File: config.mk
export PLATFORM = sky130hd
export DESIGN_NAME = alu_serial_seq
export DESIGN_NICKNAME = d
export VERILOG_FILES = /design/src/rtl/alu_serial_seq.sv
export SDC_FILE = /design/constraint.sdc
export NUM_CORES = 1
export LEC_CHECK = 0
export BUFFER_PORTS_ARGS = -buffer_cell sky130_fd_sc_hd__buf_2
export CORE_MARGIN = 3
export CORE_UTILIZATION = 50
export DETAILED_ROUTE_END_ITERATION = 8
export PLACE_DENSITY = 0.83
export SYNTH_ARGS = -nofsm -noshare
export SYNTH_HDL_FRONTEND = slang
export SYNTH_SLANG_ARGS = --single-unit
File: constraint.sdc
create_clock -name clk -period 5.4 [get_ports clk]
set_input_delay 0.54 -clock clk [delete_from_list [all_inputs] [get_ports clk]]
set_output_delay 0.54 -clock clk [all_outputs]
set_load 0.02 [all_outputs]
File: src/rtl/alu_serial_seq.sv
// Bit-serial sequencer for the 1-bit ALU slice.
// Feeds operands LSB-first, chains carry, assembles the result word.
module alu_serial_seq #(
  parameter  int WIDTH = 128,
  localparam int CNT_W = $clog2(WIDTH)
) (
  input  logic             clk,
  input  logic             rst_n,
  input  logic             in_valid,
  output logic             in_ready,
  input  logic [WIDTH-1:0] in_a,
  input  logic [WIDTH-1:0] in_b,
  input  logic             in_mode,
  input  logic [2:0]       in_opsel,
  input  logic             in_cin,
  output logic             s_op1,
  output logic             s_op2,
  output logic             s_mode,
  output logic [2:0]       s_opsel,
  output logic             s_cin,
  input  logic             s_result,
  input  logic             s_cout,
  output logic             out_valid,
  input  logic             out_ready,
  output logic [WIDTH-1:0] out_result,
  output logic             out_cout,
  output logic             out_zero
);

  typedef enum logic [1:0] {
    IDLE,
    RUN,
    DONE
  } state_t;

  state_t           state;
  logic [WIDTH-1:0] a_reg;
  logic [WIDTH-1:0] b_reg;
  logic [WIDTH-1:0] res_reg;
  logic             mode_reg;
  logic [2:0]       opsel_reg;
  logic             carry;
  logic [CNT_W-1:0] idx;

  logic             run;
  logic             last;
  logic [WIDTH-1:0] res_bit;
  logic [WIDTH-1:0] res_next;

  assign run  = (state == RUN);
  assign last = (idx == CNT_W'(WIDTH - 1));

  // res_reg is cleared on accept, so OR-ing the new bit in is enough
  always_comb begin
    res_bit  = '0;
    res_bit  = {{(WIDTH-1){1'b0}}, s_result} << idx;
    res_next = res_reg | res_bit;
  end

  // slice drive is forced low outside RUN
  always_comb begin
    s_op1   = 1'b0;
    s_op2   = 1'b0;
    s_mode  = 1'b0;
    s_opsel = 3'b000;
    s_cin   = 1'b0;
    if (run) begin
      s_op1   = a_reg[idx];
      s_op2   = b_reg[idx];
      s_mode  = mode_reg;
      s_opsel = opsel_reg;
      s_cin   = carry;
    end
  end

  // sequencer FSM with registered handshake and result outputs
  always_ff @(posedge clk or negedge rst_n) begin
    if (!rst_n) begin
      state      <= IDLE;
      a_reg      <= '0;
      b_reg      <= '0;
      res_reg    <= '0;
      mode_reg   <= 1'b0;
      opsel_reg  <= 3'b000;
      carry      <= 1'b0;
      idx        <= '0;
      in_ready   <= 1'b1;
      out_valid  <= 1'b0;
      out_result <= '0;
      out_cout   <= 1'b0;
      out_zero   <= 1'b1;
    end else begin
      unique case (state)
        IDLE: begin
          if (in_valid) begin
            a_reg     <= in_a;
            b_reg     <= in_b;
            mode_reg  <= in_mode;
            opsel_reg <= in_opsel;
            carry     <= in_cin;
            idx       <= '0;
            res_reg   <= '0;
            in_ready  <= 1'b0;
            state     <= RUN;
          end
        end
        RUN: begin
          res_reg <= res_next;
          carry   <= s_cout;
          if (last) begin
            out_result <= res_next;
            out_cout   <= s_cout;
            out_zero   <= ~|res_next;
            out_valid  <= 1'b1;
            state      <= DONE;
          end else begin
            idx <= idx + 1'b1;
          end
        end
        DONE: begin
          if (out_ready) begin
            out_valid <= 1'b0;
            in_ready  <= 1'b1;
            state     <= IDLE;
          end
        end
        default: begin
          state <= IDLE;
        end
      endcase
    end
  end

endmodule

Word-level counts from Yosys, hierarchy flattened. Index checks and enable logic that the tools add are counted.

Muxes and demuxes: 26. Shifts and indexed selects: 1. Add/sub/neg operators: 1. Reduce and logical (&&, ||, !) cells: 13. Eq/ne operators: 7. $lt $le $gt $ge: 1. Bitwise logic cells: 1.

Operator list (count): $pmux W128 S2 (1); $mux W128 (1); $or A128 B128 Y128 (1); $reduce_or A128 Y1 (1); $shl A1 B7 Y128 (1); $bmux W1 S7 (2); $mux W7 (2); $pmux W7 S2 (1); $reduce_and A3 Y1 (4); $mux W1 (11); $lt A7 B8 Y1 const B (1); $add A7 B1 Y7 const B (1); $eq A7 B7 Y1 const B (1); $mux W2 (3); $ne A2 B2 Y1 const B (3); $pmux W1 S2 (3); $pmux W2 S3 (1); $reduce_and A2 Y1 (3); $reduce_bool A2 Y1 (3); $mux W3 (1); $eq A2 B1 Y1 const B (1); $eq A2 B2 Y1 const B (1); $logic_not A2 Y1 (1); $ne A2 B1 Y1 const B (1); $logic_not A1 Y1 (1).

Logic and storage cells: 63. Bits in registers: 530. Input bits: 267.

Longest topological paths before layout. Gate-level depths: netlist of run 1.

Depth in word-level cells: 4. Mapped depth: 11.

Least setup slack after synthesis of run 1. No wires, ideal clock.

Path kind: reg2out. Start point: register idx[1]. End point: output port s_op1. Cell stages (with the launch flop): 11. Required time: 4.860 ns. Arrival: 2.315 ns. Path buffers: 5. Slack: 2.545 ns. Cell sequence: dfrtp_1 -> buf_2 -> buf_2 -> buf_2 -> buf_2 -> buf_2 -> mux4_2 -> o22ai_1 -> nor2_1 -> a31oi_1 -> a211oi_1.

Longest elaborated chain between the ends: 3.

Ends and longest elaborated chain: start: declaration (line 43) `logic [CNT_W-1:0] idx;`; start signal: assignment (line 117) `idx <= idx + 1'b1;`; $bmux W1 S7 (line 68) `s_op1 = a_reg[idx];`; $mux W1 (not written as such) (line 68); $mux W1 (line 67) `if (run) begin`; end: declaration (line 16) `output logic s_op1,`.

Every way passes these cells. The select of a mux whose other input is x is not followed.

Worst setup path after layout of run 1.
Start point: register idx[0]. End point: output port s_op1.

The elaborated chain is that of the path after synthesis.

==> metrics.md, run 1 <==
| Metric | Value |
|---|---|
| Outcome | completed |
| Number of synthesized flops with an enable pin | 0 |
| Slew at the pin closest to its max-slew limit | 1.30 ns |
| Mapped cell area | 23300 µm² |
| Clk Tree Root Cell | clkbuf_16 |
| Vias | 20420 |
| Resized Gates After CTS | 0 |
| Worst min-delay path class | in2reg |
| WL final | 75600 µm |
| Row count | 78 |
| Relative slew slack | 13.3% |
| Mapped Nets | 2775 |
| Wirelength per Cell | 21.8 µm |
| Final critical-path required period | 4.35 ns |
| Ports | 406 |
| N_diodes | 0 |
| Gr ovfl total | 0 |
| Hold buffers post-CTS | 1 |
| Share of layout cells above drive strength 1 | 21.6% |
| Crit-path cells | buf_4 -> mux4_2 -> o22ai_1 -> nor2_1 -> nor4b_1 -> a31oi_1 -> a211oi_1 -> buf_2 |
| Post-synthesis cell type count | 69 |
| VDD IR max | 0.000285 V |
| Initial drt markers | 2437 |
| Vias/cell | 5.90 |
| Initial antenna violation count | 1 |
| Sw Ratio | 34.2% |
| Sequential share of power | 42.7% |
| Required time of the critical path | 4.86 ns |
| Initial Util | 51.1% |
| HPWL after DPL | 52400 µm |
| Fill count | 3721 |
| Largest fanout on the critical path | 41 |
| Synth Instances | 2507 |
| Largest net degree at the start of global routing | 261 |
| Setup bufs post-CTS | 0 |
| Num CTS Buffers | 55 |
| P_sw | 4590 µW |
| Max incr delay on CP | 0.92 ns |
| Startpoint Class | flop |
| Die Ht | 222 µm |
| Asr flop ratio synth | 100% |
| Area leader, netlist | dfrtp_1 |
| Post-synthesis sequential area ratio | 56.9% |
| Total Routing Usage GR | 30.4% |
| Combinational share of power | 27.7% |
| Ys Warns | 0 |
| Met3 GRT Util | 5.14% |
| Met1 Usage GRT | 39.0% |
| Count leader, synth | nand2_1 |
| Skew final | 0.0171 ns |
| Worst Path Buf+Inv | 2 |
| Residual DRC count | 0 |
| Area of the die | 49300 µm² |
| Leak pwr | 0.0133 µW |
| Average instance area after synthesis | 9.30 µm² |
| Clk slew on worst S/H paths | 0.06 ns |
| Max-slew violations | 0 |
| Clock Power Share | 29.6% |
| H-tree levels | 2 |
| PortBufs | 405 |
| # setup viols final | 0 |
| Die Span X | 222 µm |
| Max-cap check violation count | 0 |
| Fmax | 230 MHz |
| Final RePlAce weighted congestion | 0.941 |
| Pwr dens | 488 nW/µm² |
| # nets final | 3087 |
| Post-Layout Cell Count | 3463 |
| Slowest-stage cell, CP | dfrtp_4 |
| Area growth from synthesis to layout | 18.0% |
| RSZ-0062 raised after global routing | no |
| Vias in the first global route | 20333 |
| Cell total after placement | 3361 |
| Core Footprint | 45700 µm² |
| Critical path arrival | 3.81 ns |
| Yosys reg bits | 530 |
| Setup CP Type | reg2out |
| Latest clock arrival within the worst-skew pair | 0.61 ns |
| Most common flop cell mapped by yosys | dfrtp_1 |
| Worst setup EP type | output port |
| Top post-synthesis cells by count | nand2_1, dfrtp_1, a21oi_1 |
| Final hold vios | 0 |
| Share of the synthesized area in the top cell type | 56.7% |
| Routed Antenna Nets | 0 |
| Longest Clk Path Bufs | 3 |
| CTS sink count | 530 |
| Met2 Use GR | 50.9% |
| GR peak layer | met2 |
| Ratio of final minimum period to clock period | 80.6% |
| First-pass GRT wire length | 117000 µm |
| CTS tree | built |
| Internal power | 8830 µW |
| Area contributors post-synth | dfrtp_1, nand2_1, a21oi_1 |
| Worst path top cell family by delay | flip-flops |
| First-pass DRT Iterations | 6 |
| Setup TNS | 0 ns |
power by group through the flow:
stage / combinational, µW / sequential, µW / clock (µW)
2_1_floorplan: 2800 / 5330 / 0
3_5_place_dp: 3660 / 5780 / 0
4_1_cts: 3700 / 5720 / 4020
6_report: 3710 / 5730 / 3980
3_3_place_gp: 3570 / 5720 / 0
5_1_grt: 4060 / 5830 / 4180
per-stage QoR:
| stage | setup WS (ns) | total power, µW | cell area (µm²) | util, % | hold slack [ns] |
|---|---|---|---|---|---|
| after floorplan | 2.54 | 8130 | 23300 | - | 0.244 |
| after global placement | 1.61 | 9290 | 25600 | 56.1 | 0.453 |
| after detailed placement | 1.63 | 9440 | 25600 | 56.1 | 0.456 |
| after CTS | 0.967 | 13400 | 27500 | 60.3 | 0.0926 |
| after global routing | 0.829 | 14100 | 27500 | 60.3 | 0.114 |
| final | 1.05 | 13400 | 27500 | 60.3 | 0.117 |
layer usage:
metal / vias to the layer above / part of all wire, %
met5: - / 0.0093
met4: 2 / 5.0
met3: 229 / 9.1
met2: 1220 / 50
met1: 9947 / 36
li1: 9022 / -
placed cells by master (no fill, tap or decap), types with 4 or more instances in the layout:
master / Yosys / routed
nand2_1: 832 / 832
dfrtp_1: 528 / 526
buf_2: 52 / 404
a21oi_1: 354 / 354
nor2_1: 287 / 284
mux4_2: 65 / 65
clkbuf_16: 0 / 57
a31oi_1: 27 / 27
nor4_1: 25 / 25
buf_4: 6 / 24
o21ai_0: 20 / 20
nor2b_1: 18 / 18
nand3_1: 17 / 17
clkbuf_8: 0 / 16
nand4_1: 15 / 15
o22ai_1: 14 / 14
and2_1: 12 / 12
mux2i_1: 9 / 9
nor3_1: 12 / 9
clkinv_2: 0 / 8
clkbuf_1: 108 / 8
and3_1: 7 / 7
nand2b_1: 6 / 6
a22oi_1: 5 / 5
buf_12: 0 / 5
nor2_2: 2 / 4
and4_1: 4 / 4
nand3b_1: 4 / 4
or3_1: 4 / 4
bufinv_16: 0 / 4
kinds of logic after synthesis:
| family | Yosys count | share of synthesized area [%] |
|---|---|---|
| simple gates | 1262 | 22.0 |
| buf+inv | 185 | 3.59 |
| mux | 74 | 6.66 |
| flops | 530 | 56.9 |
| fa+ha+maj | 1 | 0.0536 |
| xor+xnor | 3 | 0.113 |
| compound gates | 452 | 10.7 |
final cells by class:
type / instances / area (µm²) / area share (%)
sequential: 530 / 13300 / 48.2
multi-input combinational: 1792 / 9250 / 33.6
clock buffer: 81 / 1680 / 6.09
timing repair buffer: 435 / 2330 / 8.46
tap: 600 / 751 / 2.73
inverter: 5 / 18.8 / 0.0682
clock inverter: 20 / 229 / 0.832
worst min-delay path: stages:
cell	delay, ns
buf_2	0.08
nand2_1	0.04
nand2_1	0.04
path summary, 6_finish.rpt:
kind	start	to	slack [ns]	depth (start not counted)
max	idx[0]	s_op1	1.05	8
min	in_b[66]	b_reg[66]	0.12	3
max reg2reg	idx[4]	out_zero	1.74	7
min reg2reg	b_reg[80]	b_reg[80]	0.47	2
max in group asynchronous	rst_n	out_result[36]	3.53	3
min in group asynchronous	rst_n	out_result[100]	0.57	2
No activity file was read; power rests on OpenSTA's default activity.
==> run 2: changes to the inputs <==
--- a/config.mk
+++ b/config.mk
@@ -5,6 +5,7 @@
 export SDC_FILE = /design/constraint.sdc
 export NUM_CORES = 1
 export LEC_CHECK = 0
+export ABC_AREA = 1
 export BUFFER_PORTS_ARGS = -buffer_cell sky130_fd_sc_hd__buf_2
 export CORE_MARGIN = 3
 export CORE_UTILIZATION = 50
==> constraint.sdc (replaced) <==
create_clock -name clk -period 4.2 [get_ports clk]
set_input_delay 0.42 -clock clk [delete_from_list [all_inputs] [get_ports clk]]
set_output_delay 0.42 -clock clk [all_outputs]
set_load 0.02 [all_outputs]
==> metrics.md, run 2 <==
| Metric | Value |
|---|---|
| Outcome | completed |
| Setup bufs post-CTS | 0 |
| Area leader, netlist | dfrtp_1 |
| Initial Util | 51.1% |
| Final hold vios | 0 |
| Post-synthesis cell type count | 29 |
| Number of synthesized flops with an enable pin | 0 |
| Vias in the first global route | 22231 |
| Combinational share of power | 33.4% |
| Clock Power Share | 27.8% |
| Power Total | 18500 µW |
| VDD IR max | 0.000357 V |
| Residual DRC count | 0 |
| Total Routing Usage GR | 30.1% |
| Startpoint Class | flop |
| Worst setup margin | 0.668 ns |
| Cell total after placement | 3932 |
| Max-cap check violation count | 0 |
| Hold WS | 0.0132 ns |
| CTS tree | built |
| Max-slew violations | 0 |
| RSZ-0062 raised after global routing | no |
| Worst min-delay path class | in2reg |
| Internal power | 11500 µW |
| Sequential cell area | 13300 µm² |
| PortBufs | 405 |
| Most frequent cells in the layout | nand2_1, dfrtp_1, buf_2, o21ai_0, nor2_1 |
| Mapped Nets | 3335 |
| Largest fanout on the critical path | 40 |
| Worst setup EP type | output port |
| Multi-input logic area | 9060 µm² |
| Required time of the critical path | 3.78 ns |
| Area growth from synthesis to layout | 21.8% |
| Post-Layout Cell Count | 4117 |
| Wirelength per Cell | 18.7 µm |
| P_sw | 7020 µW |
| Area contributors post-synth | dfrtp_1, nand2_1, o21ai_0 |
| Leak pwr | 0.0149 µW |
| # nets final | 3736 |
| Asr flop ratio synth | 100% |
| CTS sink count | 530 |
| Clk Tree Root Cell | clkbuf_16 |
| Fmax | 283 MHz |
| Mapped cell area | 24000 µm² |
| Ports | 406 |
| Initial antenna violation count | 1 |
| Post-synthesis sequential area ratio | 55.3% |
| Sw Ratio | 37.9% |
| Core Footprint | 47000 µm² |
| Latest clock arrival within the worst-skew pair | 0.61 ns |
| Worst slack, placed | 1.21 ns |
| Slew at the pin closest to its max-slew limit | 1.17 ns |
| Skew final | 0.0273 ns |
| Yosys reg bits | 530 |
| First-pass DRT Iterations | 6 |
| Largest net degree at the start of global routing | 155 |
| Ys Warns | 0 |
| Gr ovfl total | 0 |
| WL final | 77000 µm |
| Synth Instances | 3067 |
| Vias | 22773 |
| # setup viols final | 0 |
| Setup CP Type | reg2out |
| Longest Clk Path Bufs | 3 |
| Pwr dens | 634 nW/µm² |
| Vias/cell | 5.53 |
| Critical path arrival | 3.11 ns |
| Setup TNS | 0 ns |
| First-pass GRT wire length | 120000 µm |
| Final critical-path required period | 3.53 ns |
| Clk slew on worst S/H paths | 0.06 ns |
| Initial drt markers | 2374 |
| Fill count | 3858 |
| Sequential share of power | 38.8% |
| Most common cell after layout, fill and taps aside | nand2_1 |
| Routed Antenna Nets | 0 |
| Die Span X | 225 µm |
| H-tree levels | 2 |
| Average instance area after synthesis | 7.83 µm² |
| Ratio of final minimum period to clock period | 84.1% |
| Share of the synthesized area in the top cell type | 55.0% |
| Most common flop cell mapped by yosys | dfrtp_1 |
| Top post-synthesis cells by count | nand2_1, dfrtp_1, o21ai_0 |
| Die Ht | 225 µm |
| Relative slew slack | 21.7% |
| Row count | 79 |
| Share of layout cells above drive strength 1 | 16.3% |
| HPWL after DPL | 49600 µm |
| Area of the die | 50700 µm² |
| Num CTS Buffers | 54 |
| Final RePlAce weighted congestion | 0.879 |
| Count leader, synth | nand2_1 |
run 2: cell type report:
| type | instances | share of cell area (%) |
|---|---|---|
| antenna | 2 | 0.0171 |
| clock buffer | 77 | 5.44 |
| clock inverter | 19 | 1.06 |
| inverter | 242 | 3.14 |
| multi-input combinational | 2107 | 31.0 |
| sequential | 530 | 45.4 |
| tap | 607 | 2.60 |
| timing repair buffer | 533 | 11.4 |
run 2: per-layer routing:
metal / global-route usage, % / up-vias / part of all wire (%)
li1: - / 10570 / -
met1: 39.9 / 10798 / 40
met2: 47.7 / 1167 / 46
met3: 5.30 / 238 / 8.5
met4: 16.2 / 0 / 5.5
met5: 0 / - / 0
run 2: worst max-delay path: stages (launching register included):
cell and delay [ns]:
dfrtp_2 0.42, inv_2 0.57, buf_4 0.37, o21ai_0 0.12
o22ai_1 0.13, nand2_1 0.07, nand3_1 0.15, nand2_1 0.11
nand3_1 0.11, nor2_1 0.04, nor2_1 0.17, buf_2 0.20
run 2: logic make-up after synthesis:
kind of cell    Yosys count  share of synthesized area, %
buf+inv                 430                          7.14
flops                   530                          55.3
fa+ha+maj                 1                        0.0521
simple gates           1624                          26.6
compound gates          482                          11.0
run 2: timing repair:
item | CTS | global route
resized for setup | 0 | 0
endpoints found under the hold margin | 187 | 0
endpoints found under the setup margin | 0 | 0
hold buffers | 87 | 0
run 2: through the flow:
step | cell area [µm²] | util (%)
after floorplan | 24000 | -
after global placement | 26500 | 56.4
after detailed placement | 26500 | 56.4
after CTS | 29200 | 62.3
after global routing | 29200 | 62.3
final | 29200 | 62.3
run 2: worst paths after layout:
path                       startpoint              to  slack [ns]  depth (start not counted)
setup / recovery               idx[1]           s_op1        0.67                         11
hold / removal               in_a[94]       a_reg[94]        0.01                          3
setup reg to reg               idx[1]  out_result[98]        1.15                          9
hold reg to reg              in_ready        in_ready        0.46                          2
max in group asynchronous       rst_n       b_reg[33]        2.62                          3
min in group asynchronous       rst_n  out_result[38]        0.46                          2
run 2: power by group through the flow:
stage          clock (µW)  sequential, µW  combinational [µW]
6_report             5160            7190                6190
5_1_grt              5410            7310                6920
4_1_cts              5210            7160                6090
3_5_place_dp            0            7230                5950
3_3_place_gp            0            7190                5830
2_1_floorplan           0            6970                4220
==> run 3: changes to the inputs <==
==> constraint.sdc (replaced) <==
create_clock -name clk -period 3.57 [get_ports clk]
set_input_delay 0.357 -clock clk [delete_from_list [all_inputs] [get_ports clk]]
set_output_delay 0.357 -clock clk [all_outputs]
set_load 0.02 [all_outputs]
==> metrics.md, run 3 (synthesis gave the netlist of run 2 again) <==
| Metric | Value |
|---|---|
| Outcome | finished with violations |
| Failing checks | design-rule violations |
| Worst setup EP type | output port |
| Relative slew slack | 3.67% |
| PortBufs | 405 |
| WHS Endpoint | a_reg[67] |
| Wirelength per Cell | 21.2 µm |
| Worst min-delay path class | in2reg |
| R2r setup slk | 0.81 ns |
| Vias/cell | 5.80 |
| Most frequent cells in the layout | nand2_1, dfrtp_1, buf_2, o21ai_0, nor2_1 |
| Initial Util | 51.1% |
| Vias in the first global route | 24490 |
| Pwr dens | 716 nW/µm² |
| Num CTS Buffers | 53 |
| Reg2reg start | idx[0] |
| Critical path arrival | 3.10 ns |
| Final critical-path required period | 3.45 ns |
| Largest net degree at the start of global routing | 255 |
| Die Ht | 225 µm |
| VDD IR max | 0.000572 V |
| Skew final | 0.0307 ns |
| Row count | 79 |
| CTS sink count | 530 |
| Setup TNS | 0 ns |
| Slew at the pin closest to its max-slew limit | 1.44 ns |
| First-pass DRT Iterations | 9 |
| Worst r2r dst | out_zero |
| Share of layout cells above drive strength 1 | 15.7% |
| Die Span X | 225 µm |
| Hold path startpoint | in_a[67] |
| Required time of the critical path | 3.21 ns |
| Placed cell area | 26600 µm² |
| Setup CP Type | reg2out |
| HPWL after DPL | 49900 µm |
| H-tree levels | 2 |
| Initial antenna violation count | 10 |
| # setup viols final | 0 |
| Most common cell after layout, fill and taps aside | nand2_1 |
| Routed Antenna Nets | 0 |
| Final instance area | 30900 µm² |
| Ports | 406 |
| Core Util, Final | 65.9% |
| CTS tree | built |
| Vias | 24928 |
| Clk slew on worst S/H paths | 0.06 ns |
| Latest clock arrival within the worst-skew pair | 0.62 ns |
| Residual DRC count | 2 |
| # nets final | 3910 |
| Ratio of final minimum period to clock period | 96.8% |
| Max-slew violations | 0 |
| Clk Tree Root Cell | clkbuf_16 |
| First-pass GRT wire length | 139000 µm |
| Final hold vios | 0 |
| WL final | 91100 µm |
| RSZ-0062 raised after global routing | no |
| Area growth from synthesis to layout | 28.9% |
| Leak pwr | 0.0156 µW |
| Startpoint Class | flop |
| Gr ovfl total | 0 |
| Final RePlAce weighted congestion | 0.876 |
| Max-cap check violation count | 0 |
| R2R depth | 10 |
| Longest Clk Path Bufs | 3 |
| Worst hold path depth | 3 |
| Total Routing Usage GR | 35.6% |
| Fill count | 3535 |
| Initial drt markers | 3733 |
| Largest fanout on the critical path | 125 |
| Area of the die | 50700 µm² |
| Core Footprint | 47000 µm² |
| Fmax | 289 MHz |
==> run 3: cell types whose count changed in the layout (fill, tap and decap cells not counted), moves of 3 or more <==
cell / change
dlygate4sd3_1: +168
clkbuf_8: -6
diode_2: +6
buf_12: +5
clkinv_2: +5
bufinv_16: -3
clkbuf_1: +3
==> run 3: layer usage <==
| metal | wire [µm] | part of all wire [%] | GRT usage (%) |
|---|---|---|---|
| met5 | 49 | 0.054 | 0 |
| met2 | 41100 | 45 | 55.8 |
| met1 | 32500 | 36 | 44.1 |
| met4 | 6670 | 7.3 | 21.5 |
| met3 | 10800 | 12 | 10.2 |
==> run 3: report_power, final <==
| group | internal [µW] | total [µW] | switching (µW) |
|---|---|---|---|
| Clock | 3270 | 5790 | 2510 |
| Sequential | 7560 | 8530 | 968 |
| Combinational | 2520 | 7850 | 5330 |
| Total | 13400 | 22200 | 8810 |
==> run 3: final cells by class <==
cell class	count	area (µm²)	share of cell area (%)
Clock buffer	72	1470	4.74
Multi-Input combinational cell	2107	9060	29.3
Clock inverter	26	309	0.999
Timing Repair Buffer	708	5130	16.6
Antenna cell	8	20.0	0.0647
Inverter	242	921	2.98
Sequential cell	530	13300	42.9
Tap cell	607	759	2.45
==> run 3: worst max-delay path, cell delays in order, from the launching register on <==
cell	delay [ns]
dfrtp_4	0.53
clkinv_2	0.10
buf_12	0.36
o21ai_0	0.36
o21ai_0	0.17
nand2_1	0.10
nand4_1	0.12
nand2_1	0.06
nand3_1	0.11
nor2_1	0.04
nor2_1	0.20
buf_2	0.21
==> run 3: through the flow <==
stage	hold WS, ns	cells	power, µW	setup WS (ns)
after floorplan	0.0614	3067	13200	1.44
after global placement	0.402	3938	15300	0.856
after detailed placement	0.398	3938	15500	0.852
after CTS	0.00535	4291	21500	0.168
after global routing	0.0322	4298	23300	0.0648
final	0.0413	4300	22200	0.116
==> run 3: repair_timing <==
item,CTS,global route
setup buffers,0,1
hold endpoints to repair,327,0
resized for setup,0,2
hold buffers,255,0
endpoints found under the setup margin,0,2
==> run 3: worst max path at each step <==
| stage | endpoint | from |
|---|---|---|
| final | s_op1 | idx[0] |
| after global routing | s_op2 | idx[1] |
| after CTS | s_op2 | idx[2] |
| after detailed placement | s_op1 | idx[1] |
| after global placement | s_op1 | idx[1] |
| after floorplan | s_op1 | idx[0] |
